==> config.mk <==
export PLATFORM = sky130hd
export DESIGN_NAME = mod_shiftrows_stream
export DESIGN_NICKNAME = d
export VERILOG_FILES = /design/src/rtl/aes_shift_pkg.sv /design/src/rtl/mod_row_rotator.sv /design/src/rtl/mod_shiftrows_stream.sv
export SDC_FILE = /design/constraint.sdc
export NUM_CORES = 1
export LEC_CHECK = 0
export BUFFER_PORTS_ARGS = -buffer_cell sky130_fd_sc_hd__buf_2
export CAP_MARGIN = 20
export CORE_UTILIZATION = 40
export DETAILED_ROUTE_END_ITERATION = 8
export GPL_ROUTABILITY_DRIVEN = 1
export HOLD_SLACK_MARGIN = 0.15
export PLACE_DENSITY = 0.65
export SYNTH_ARGS = -nofsm -noshare
export SYNTH_HDL_FRONTEND = slang
export SYNTH_SLANG_ARGS = --single-unit
export TNS_END_PERCENT = 30
==> constraint.sdc <==
create_clock -name clk -period 3.09 [get_ports clk]
set_clock_uncertainty 0.15 [all_clocks]
set_input_delay 0.4635 -clock clk [delete_from_list [all_inputs] [get_ports clk]]
set_output_delay 0.4635 -clock clk [all_outputs]
set_load 0.02 [all_outputs]
==> src/rtl/aes_shift_pkg.sv <==
`default_nettype none
// ============================================================================
// Package     : aes_shift_pkg
// Description : Shared types and the Rijndael ShiftRows offset table used by
//               the row-serial ShiftRows unit and the key-schedule rotator.
// Revision    : 1.0 - initial release
// ============================================================================
package aes_shift_pkg;

    localparam int unsigned ROWS   = 4;
    localparam int unsigned DEF_NB = 4;
    localparam int unsigned DEF_W  = 8;

    // Row type for the default (AES, 4-column, byte) configuration.
    typedef logic [DEF_NB-1:0][DEF_W-1:0] row_t;

    typedef enum logic {
        SHIFT_ENC = 1'b0,
        SHIFT_DEC = 1'b1
    } mode_e;

    // Rijndael shift offsets: C1 is always 1; C2/C3 grow for wide blocks.
    function automatic int unsigned shift_amt(input int unsigned nb,
                                              input int unsigned row);
        int unsigned s;
        case (row)
            0:       s = 0;
            1:       s = 1;
            2:       s = (nb == 8) ? 3 : 2;
            3:       s = (nb >= 7) ? 4 : 3;
            default: s = 0;
        endcase
        return s;
    endfunction

endpackage
`default_nettype wire

==> src/rtl/mod_row_rotator.sv <==
`default_nettype none
// ============================================================================
// Module      : mod_row_rotator
// Description : Purely combinational NB x W element rotator.
//               Encrypt: o_row[c] = i_row[(c+s) mod NB]
//               Decrypt: o_row[c] = i_row[(c-s+NB) mod NB]
// Ports       : i_row   - input row, element 0 in the least significant slot
//               i_shift - rotation amount s (0..NB)
//               i_dec   - 0 = left rotate, 1 = right rotate
//               o_row   - rotated row
// Revision    : 1.0 - initial release
// ============================================================================
module mod_row_rotator #(
    parameter int NB = 4,
    parameter int W  = 8,
    parameter int SW = $clog2(NB + 1)
) (
    input  logic [NB-1:0][W-1:0] i_row,
    input  logic [SW-1:0]        i_shift,
    input  logic                 i_dec,
    output logic [NB-1:0][W-1:0] o_row
);

    localparam int BW = $clog2(2 * NB * W);

    logic [2*NB*W-1:0] w_dbl;
    logic [SW-1:0]     w_off;
    logic [BW-1:0]     w_base;

    // A window of NB elements slid over two copies of the row is a rotation;
    // a right rotate by s is the same window at offset NB-s.
    assign w_dbl  = {i_row, i_row};
    assign w_off  = i_dec ? (SW'(NB) - i_shift) : i_shift;
    assign w_base = BW'(w_off) * BW'(W);
    assign o_row  = w_dbl[w_base +: NB*W];

endmodule
`default_nettype wire

==> src/rtl/mod_shiftrows_stream.sv <==
`default_nettype none
// ============================================================================
// Module      : mod_shiftrows_stream
// Description : Row-serial ShiftRows / InvShiftRows unit. Accepts one state
//               row per cycle over valid/ready, rotates it by its Rijndael
//               offset and presents it through a 2-entry output buffer.
// Ports       : clk, resetn   - clock, asynchronous active-low reset
//               sync_clr      - synchronous flush of row counter and buffer
//               inv           - 0 ShiftRows, 1 InvShiftRows (taken at row 0)
//               in_valid/in_ready/in_row        - input row handshake
//               out_valid/out_ready/out_row     - output row handshake
//               out_row_idx   - row number of out_row
//               out_sof       - high with row 0 of each state
// Revision    : 1.0 - initial release
// ============================================================================
module mod_shiftrows_stream #(
    parameter int NB   = 4,
    parameter int W    = 8,
    parameter int ROWS = aes_shift_pkg::ROWS
) (
    input  logic                 clk,
    input  logic                 resetn,
    input  logic                 sync_clr,
    input  logic                 inv,
    input  logic                 in_valid,
    output logic                 in_ready,
    input  logic [NB-1:0][W-1:0] in_row,
    output logic                 out_valid,
    input  logic                 out_ready,
    output logic [NB-1:0][W-1:0] out_row,
    output logic [((ROWS > 1) ? $clog2(ROWS) : 1)-1:0] out_row_idx,
    output logic                 out_sof
);

    import aes_shift_pkg::*;

    localparam int IW = (ROWS > 1) ? $clog2(ROWS) : 1;
    localparam int SW = $clog2(NB + 1);

    // Row counter and latched mode
    logic [IW-1:0]        r_cnt;
    mode_e                r_mode;

    // Output buffer: head register drives the ports, skid holds the second row
    logic [1:0]           r_count;
    logic                 r_in_ready;
    logic [NB-1:0][W-1:0] r_head_row;
    logic [IW-1:0]        r_head_idx;
    logic                 r_head_sof;
    logic [NB-1:0][W-1:0] r_skid_row;
    logic [IW-1:0]        r_skid_idx;
    logic                 r_skid_sof;

    logic                 w_accept;
    logic                 w_pop;
    logic                 w_first;
    logic                 w_dec;
    logic [SW-1:0]        w_shift;
    logic [NB-1:0][W-1:0] w_rot;
    logic [IW-1:0]        w_cnt_nxt;
    logic [1:0]           w_count_nxt;

    assign w_accept = in_valid & r_in_ready;
    assign w_pop    = (r_count != 2'd0) & out_ready;
    assign w_first  = (r_cnt == '0);

    // Row 0 takes the live mode; later rows use the value latched at row 0.
    assign w_dec    = w_first ? inv : (r_mode == SHIFT_DEC);
    assign w_shift  = SW'(shift_amt(NB, 32'(r_cnt)));

    assign w_cnt_nxt = (r_cnt == IW'(ROWS - 1)) ? '0 : (r_cnt + 1'b1);

    mod_row_rotator #(
        .NB (NB),
        .W  (W),
        .SW (SW)
    ) u_rot (
        .i_row   (in_row),
        .i_shift (w_shift),
        .i_dec   (w_dec),
        .o_row   (w_rot)
    );

    always_comb begin
        w_count_nxt = r_count;
        case ({w_accept, w_pop})
            2'b10:   w_count_nxt = r_count + 2'd1;
            2'b01:   w_count_nxt = r_count - 2'd1;
            default: w_count_nxt = r_count;
        endcase
    end

    always_ff @(posedge clk or negedge resetn) begin
        if (!resetn) begin
            r_cnt      <= '0;
            r_mode     <= SHIFT_ENC;
            r_count    <= 2'd0;
            r_in_ready <= 1'b1;
            r_head_row <= '0;
            r_head_idx <= '0;
            r_head_sof <= 1'b0;
            r_skid_row <= '0;
            r_skid_idx <= '0;
            r_skid_sof <= 1'b0;
        end else if (sync_clr) begin
            // Flush wins over any concurrent accept or pop; the head data
            // registers keep their value so out_row never goes undefined.
            r_cnt      <= '0;
            r_count    <= 2'd0;
            r_in_ready <= 1'b1;
        end else begin
            r_count    <= w_count_nxt;
            r_in_ready <= (w_count_nxt < 2'd2);

            if (w_accept) begin
                r_cnt <= w_cnt_nxt;
                if (w_first) begin
                    r_mode <= inv ? SHIFT_DEC : SHIFT_ENC;
                end
            end

            // A full buffer never accepts, so accept with count==2 cannot occur.
            if (w_accept && ((r_count == 2'd0) || ((r_count == 2'd1) && w_pop))) begin
                r_head_row <= w_rot;
                r_head_idx <= r_cnt;
                r_head_sof <= w_first;
            end else if (w_accept) begin
                r_skid_row <= w_rot;
                r_skid_idx <= r_cnt;
                r_skid_sof <= w_first;
            end else if (w_pop && (r_count == 2'd2)) begin
                r_head_row <= r_skid_row;
                r_head_idx <= r_skid_idx;
                r_head_sof <= r_skid_sof;
            end
        end
    end

    assign in_ready    = r_in_ready;
    assign out_valid   = (r_count != 2'd0);
    assign out_row     = r_head_row;
    assign out_row_idx = r_head_idx;
    assign out_sof     = r_head_sof;

endmodule
`default_nettype wire
# [Word-level counts from Yosys, hierarchy flattened]
# Cells that the tools add are included.
[totals] in_bits=38 wordCells=65 output_inout_bits=37 ff_bits=76
[classes] reduce_logical=12 shifts=1 n_mux=19 order_cmp=1 addsub=4 n_eq_ne=8 bitwise_logic=4
[op_table] cell="two-way mux 32 bit" count=3
[op_table] cell="indexed part select 64 x 7 -> 32 bit" count=1
[op_table] cell="two-way mux 2 bit" count=7
[op_table] cell="one-hot mux 3 bit (4 select lines)" count=1
[op_table] cell="AND reduction 3 bit" count=3
[op_table] cell="== test 2 bit, second input constant" count=4
[op_table] cell="== test 2 x 1 -> 1 bit, second input constant" count=3
[op_table] cell="two-way mux 1 bit" count=6
[op_table] cell="nonzero test 2 bit" count=3
[op_table] cell="adder 2 x 1 -> 2 bit, second input constant" count=2
[op_table] cell="zero test 2 bit" count=2
[op_table] cell="one-hot mux 2 bit (2 select lines)" count=1
[op_table] cell="logical AND 1 bit" count=3
[op_table] cell="two-way mux 3 bit" count=1
[op_table] cell="subtractor 3 bit, first input constant" count=1
[op_table] cell="AND 1 bit" count=2
[op_table] cell="< comparator 2 bit, second input constant" count=1
[op_table] cell="!= test 2 x 1 -> 1 bit, second input constant" count=1
[op_table] cell="inverter 1 bit" count=2
[op_table] cell="subtractor 2 x 1 -> 2 bit, second input constant" count=1
[op_table] cell="logical OR 1 bit" count=1

# [Logic depth before layout (Yosys ltp)]
[depth] word_depth=7 depth_mapped=11 mapped_depth_nobuf=9

# [Modules after synthesis]
# A second synthesis with hierarchy kept.
[hier_totals] cells_unflattened=370 hier_area_um2=4374.2
[modules_own_cells] mod="mod_shiftrows_stream" instances=1 seq_area_each_um2=1903.1 area_per_inst_um2=3392.0 cells_each=244
[modules_own_cells] mod="mod_row_rotator" instances=1 seq_area_each_um2=0.0 area_per_inst_um2=982.2 cells_each=126

# [Least setup slack after synthesis]
# Ideal clock, no wire load.
[synth_timing] kind="reg-to-reg" start="reg r_cnt[0]" end="reg r_head_row, in the netlist out_row[0]" setup_ns=0.136 t_arrival_ns=2.314 path_slack_ns=0.490 n_path_buf=4 period_less_slack_ns=2.600 path_stages_with_launch=11 required_time_ns=2.804 path_cell_list="dfrtp_1 > buf_2 > buf_2 > inv_1 > ha_1 > or2_1 > buf_2 > o22ai_4 > buf_6 > mux2i_1 > o211ai_1"
[synth_between] elab_chain_cells=6 elab_cells_between_ends=10 cone_classes="add/sub: 1; eq/ne: 3; shift: 1; mux: 4; reduce/logical: 1"
[synth_rtl] element="start: declaration" line_no="mod_shiftrows_stream.sv:41" text="logic [IW-1:0] r_cnt;"
[synth_rtl] element="start signal: assignment" line_no="mod_shiftrows_stream.sv:116" text="r_cnt <= w_cnt_nxt;"
[synth_rtl] element="zero test 2 bit (*)" line_no="mod_shiftrows_stream.sv:65" text="assign w_first = (r_cnt == '0);"
[synth_rtl] element="via w_first" line_no="mod_shiftrows_stream.sv:56" text="logic w_first;"
[synth_rtl] element="one-hot mux 3 bit (4 select lines)" line_no="aes_shift_pkg.sv:26" text="case (row)"
[synth_rtl] element="subtractor 3 bit" line_no="mod_row_rotator.sv:33" text="assign w_off = i_dec ? (SW'(NB) - i_shift) : i_shift;"
[synth_rtl] element="two-way mux 3 bit (*)" line_no="mod_row_rotator.sv:33"
[synth_rtl] element="indexed part select 64 x 7 -> 32 bit (*)" line_no="mod_row_rotator.sv:35" text="assign o_row = w_dbl[w_base +: NB*W];"
[synth_rtl] element="two-way mux 32 bit (*)" line_no="mod_shiftrows_stream.sv:123" text="if (w_accept && ((r_count == 2'd0) || ((r_count == 2'd1) && w_pop))) begin"
[synth_rtl] element="end signal: assignment" line_no="mod_shiftrows_stream.sv:124" text="r_head_row <= w_rot;"
[synth_rtl] element="end signal: assignment" line_no="mod_shiftrows_stream.sv:132" text="r_head_row <= r_skid_row;"
[synth_rtl] element="end: declaration" line_no="mod_shiftrows_stream.sv:47" text="logic [NB-1:0][W-1:0] r_head_row;"
# Mark *: on every way through the listed nets, which the timed path passes. The rest lies on a longest branch. The select of a mux whose other input is x is not followed.
# A chain may end at the register's enable or synchronous reset.

# [Worst setup path after layout]
[layout_timing] start="reg r_cnt[0]" end="reg r_skid_row[14] (netlist name)"
[layout_between] elab_chain_cells=5 elab_cells_between_ends=9 cone_classes="add/sub: 1; eq/ne: 3; shift: 1; mux: 3; reduce/logical: 1"
[layout_rtl] element="zero test 2 bit (*)" line_no="mod_shiftrows_stream.sv:65"
[layout_rtl] element="via w_first" line_no="mod_shiftrows_stream.sv:56"
[layout_rtl] element="one-hot mux 3 bit (4 select lines)" line_no="aes_shift_pkg.sv:26"
[layout_rtl] element="subtractor 3 bit" line_no="mod_row_rotator.sv:33"
[layout_rtl] element="two-way mux 3 bit (*)" line_no="mod_row_rotator.sv:33"
[layout_rtl] element="indexed part select 64 x 7 -> 32 bit (*)" line_no="mod_row_rotator.sv:35"
[layout_rtl] element="end signal: assignment" line_no="mod_shiftrows_stream.sv:128" text="r_skid_row <= w_rot;"
[layout_rtl] element="end: declaration" line_no="mod_shiftrows_stream.sv:50" text="logic [NB-1:0][W-1:0] r_skid_row;"
# Marked as above.

==> metrics.cfg <==
[status]
status = finished clean

[logic_synthesis]
synth_edf_count = 0
synth.area.top_cells = dfrtp_1 42%, mux2i_1 7.2%, o21ai_0 5.6%
synth_top_area_share_pct = 42.0
syn_nets = 534
synth_ff_type = dfrtp_1
yosysUniqueCellTypes = 47
syn_inst = 486
ys_async_sr_fraction_pct = 100
synth_seq_cells = 76
ys_top_cells_by_count = 75 x dfrtp_1, 60 x nand2_1, 50 x o21ai_0, 35 x a21oi_1, 33 x nor2_1
ys_seq_area_share_pct = 42.6
yosys_warnings = 0
synth_area_leader_cell = dfrtp_1
yosysMostFrequentCell = dfrtp_1
synthesis.area_um2 = 4460
avgSynthCellArea_um2 = 9.19

[floorplan]
core_um2 = 10800
rows = 38
die_height_um = 108
die-area_um2 = 11600
pin_count = 75
initial_utilization_pct = 41.2
die_width_um = 108

[layout]
finalInstanceArea_um2 = 5120
drive_gt1_share_pct = 23.4
postLayoutCoreUtil_pct = 47.3
multi_input_area_um2 = 2310
nNetsFinal = 590
seq_area_um2 = 1900
antennaDiodeCount = 0
area_growth_pct = 14.8
fillers = 1088

[cts]
cts_tree = done
cts_buffers = 9
root_buffer = clkbuf_8
htree_levels = 3
ctsHoldBuffers = 0
clock-sinks = 76
cts_buffer_depth = 2
postCtsSetupBuffers = 0
clkLatencyLatePin_ns = 0.35
clk_pin_slew_worst_paths_ns = 0.08
post_cts_resized = 0

[global_routing]
grt_pass1_wl_um = 20000
grt_pass1_vias = 3812
grt-ovfl-total = 0
grt.total_usage_pct = 22.3
antenna_found_initial = 0
grt_max_degree = 77

[timing]
final-hold-violation-count = 0
slew_violations = 0
setup_tns_ns = 0
period_needed_ns = 2.58
clock.fmax_ghz = 0.388
rsz0062_at_grt = no
worstMarginPinSlew_ns = 0.984
slew-limit-headroom_pct = 34.4
setup_viol_count_final = 0
fin_crit_sh_pct = 83.4

[place]
placed_area_um2 = 4900
dpl.hpwl_um = 8670
gp_congestion = 0.866
io_buffers = 74

[critical_path]
path_class = flop to flop
path_max_fanout = 30
start_kind = flop
endpoint_kind = flop
worst_ep_arrival_time_ns = 2.70
worstPathRequired_ns = 3.21

[detailed_routing]
wl_per_cell_um = 18.2
drtAntennaViolNets = 0
viasPerCell = 5.80
wirelength_um = 12500
drtPass1Iterations = 5
drc = 0
vias = 3985
drtIter0Drc = 430

[power_and_ir_drop]
p_total_w = 0.00533
combinationalPowerShare_pct = 50.9
p_int_w = 0.00290
irDropWorstVdd_v = 0.000468
powerDensity_nw_per_um2 = 1040
clockPowerShare_pct = 16.2
p_leak_nw = 2.20
switching_share_pct = 45.5
seqPwrFrac_pct = 32.9
switchingPower_w = 0.00242

[min_path]
hp-class = primary input to asynchronous set/reset pin

[flow_run]
maxCapViolCount = 0

area by class of cell:
class,count,area share (%)
flip-flops and latches,76,37.1
repair buffers,88,9.33
well taps,140,3.42
multi-input cells,358,45.1
inverters,9,0.659
clock inverters,6,1.71
clock buffers,10,2.69
power by group through the flow:
| stage | clock, W | sequential (W) | combinational [W] |
|---|---|---|---|
| 4_1_cts | 0.000871 | 0.00176 | 0.00271 |
| 3_5_place_dp | 0 | 0.00178 | 0.00269 |
| 5_1_grt | 0.000908 | 0.00181 | 0.00300 |
| 6_report | 0.000862 | 0.00175 | 0.00271 |
| 3_3_place_gp | 0 | 0.00175 | 0.00265 |
| 2_1_floorplan | 0 | 0.00200 | 0.00168 |
layout by cell type (no fill, tap or decap), types with 15 or more instances in the layout:
master    netlist  layout
o21ai_0        50      50
a21oi_1        35      35
o221ai_1       15      15
nand2_1        60      60
buf_2          13      73
o211ai_1       21      21
a31oi_1        16      16
nor2_1         33      33
mux2i_1        32      32
dfrtp_1        75      75
buf_4           5      15
critical path: stages (launching register included):
cell,delay [ns]
dfrtp_1,0.40
inv_1,0.16
ha_1,0.32
mux2_4,0.43
a2bb2oi_2,0.32
buf_4,0.36
o21ai_0,0.17
o21ai_0,0.18
per-layer routing:
layer | part of all wire (%) | global-route usage [%] | up-vias
li1 | - | - | 1906
met3 | 3.2 | 2.66 | 25
met4 | 2.6 | 9.10 | 0
met5 | 0 | 0 | -
met2 | 48 | 35.0 | 93
met1 | 46 | 31.2 | 1961
metrics by stage:
| stage | setup slack (ns) | instances | hold WS (ns) |
|---|---|---|---|
| after floorplan | 0.490 | 486 | 0.0179 |
| after global placement | 0.652 | 671 | 0.306 |
| after detailed placement | 0.563 | 671 | 0.318 |
| after CTS | 0.542 | 687 | 0.161 |
| after global routing | 0.310 | 687 | 0.208 |
| final | 0.514 | 687 | 0.0927 |
cells by family after synthesis:
family / after synthesis / synth area share, %
buf+inv: 52 / 5.66
flops: 76 / 42.6
mux: 45 / 10.5
fa+ha+maj: 10 / 2.80
compound gates: 172 / 25.3
simple gates: 131 / 13.1
registers in the layout, indices dropped and copies added (netlist names):
| name | flops |
|---|---|
| r_mode | 1 |
| r_count | 2 |
| out_row | 32 |
| r_cnt | 2 |
| out_row_idx | 2 |
| r_skid_row | 32 |
| in_ready | 1 |
| r_skid_idx | 2 |
| out_sof | 1 |
| r_skid_sof | 1 |
path summary, 6_finish.rpt:
check | to | from | slack, ns | depth (start not counted)
worst max-delay path | r_skid_row[14]$_DFFE_PN0P_ | r_cnt[0]$_DFFE_PN0P_ | 0.51 | 7
worst min-delay path | out_row[2]$_DFFE_PN0P_ | resetn | 0.09 | 1
worst max register to register | r_skid_row[14]$_DFFE_PN0P_ | r_cnt[0]$_DFFE_PN0P_ | 0.51 | 7
worst min register to register | out_row[16]$_DFFE_PN0P_ | out_row[16]$_DFFE_PN0P_ | 0.33 | 2
max in group asynchronous | r_cnt[0]$_DFFE_PN0P_ | resetn | 2.03 | 1
min in group clk | r_count[0]$_DFFE_PN0P_ | sync_clr | 0.25 | 2
Power figures use the tool's default switching activity.
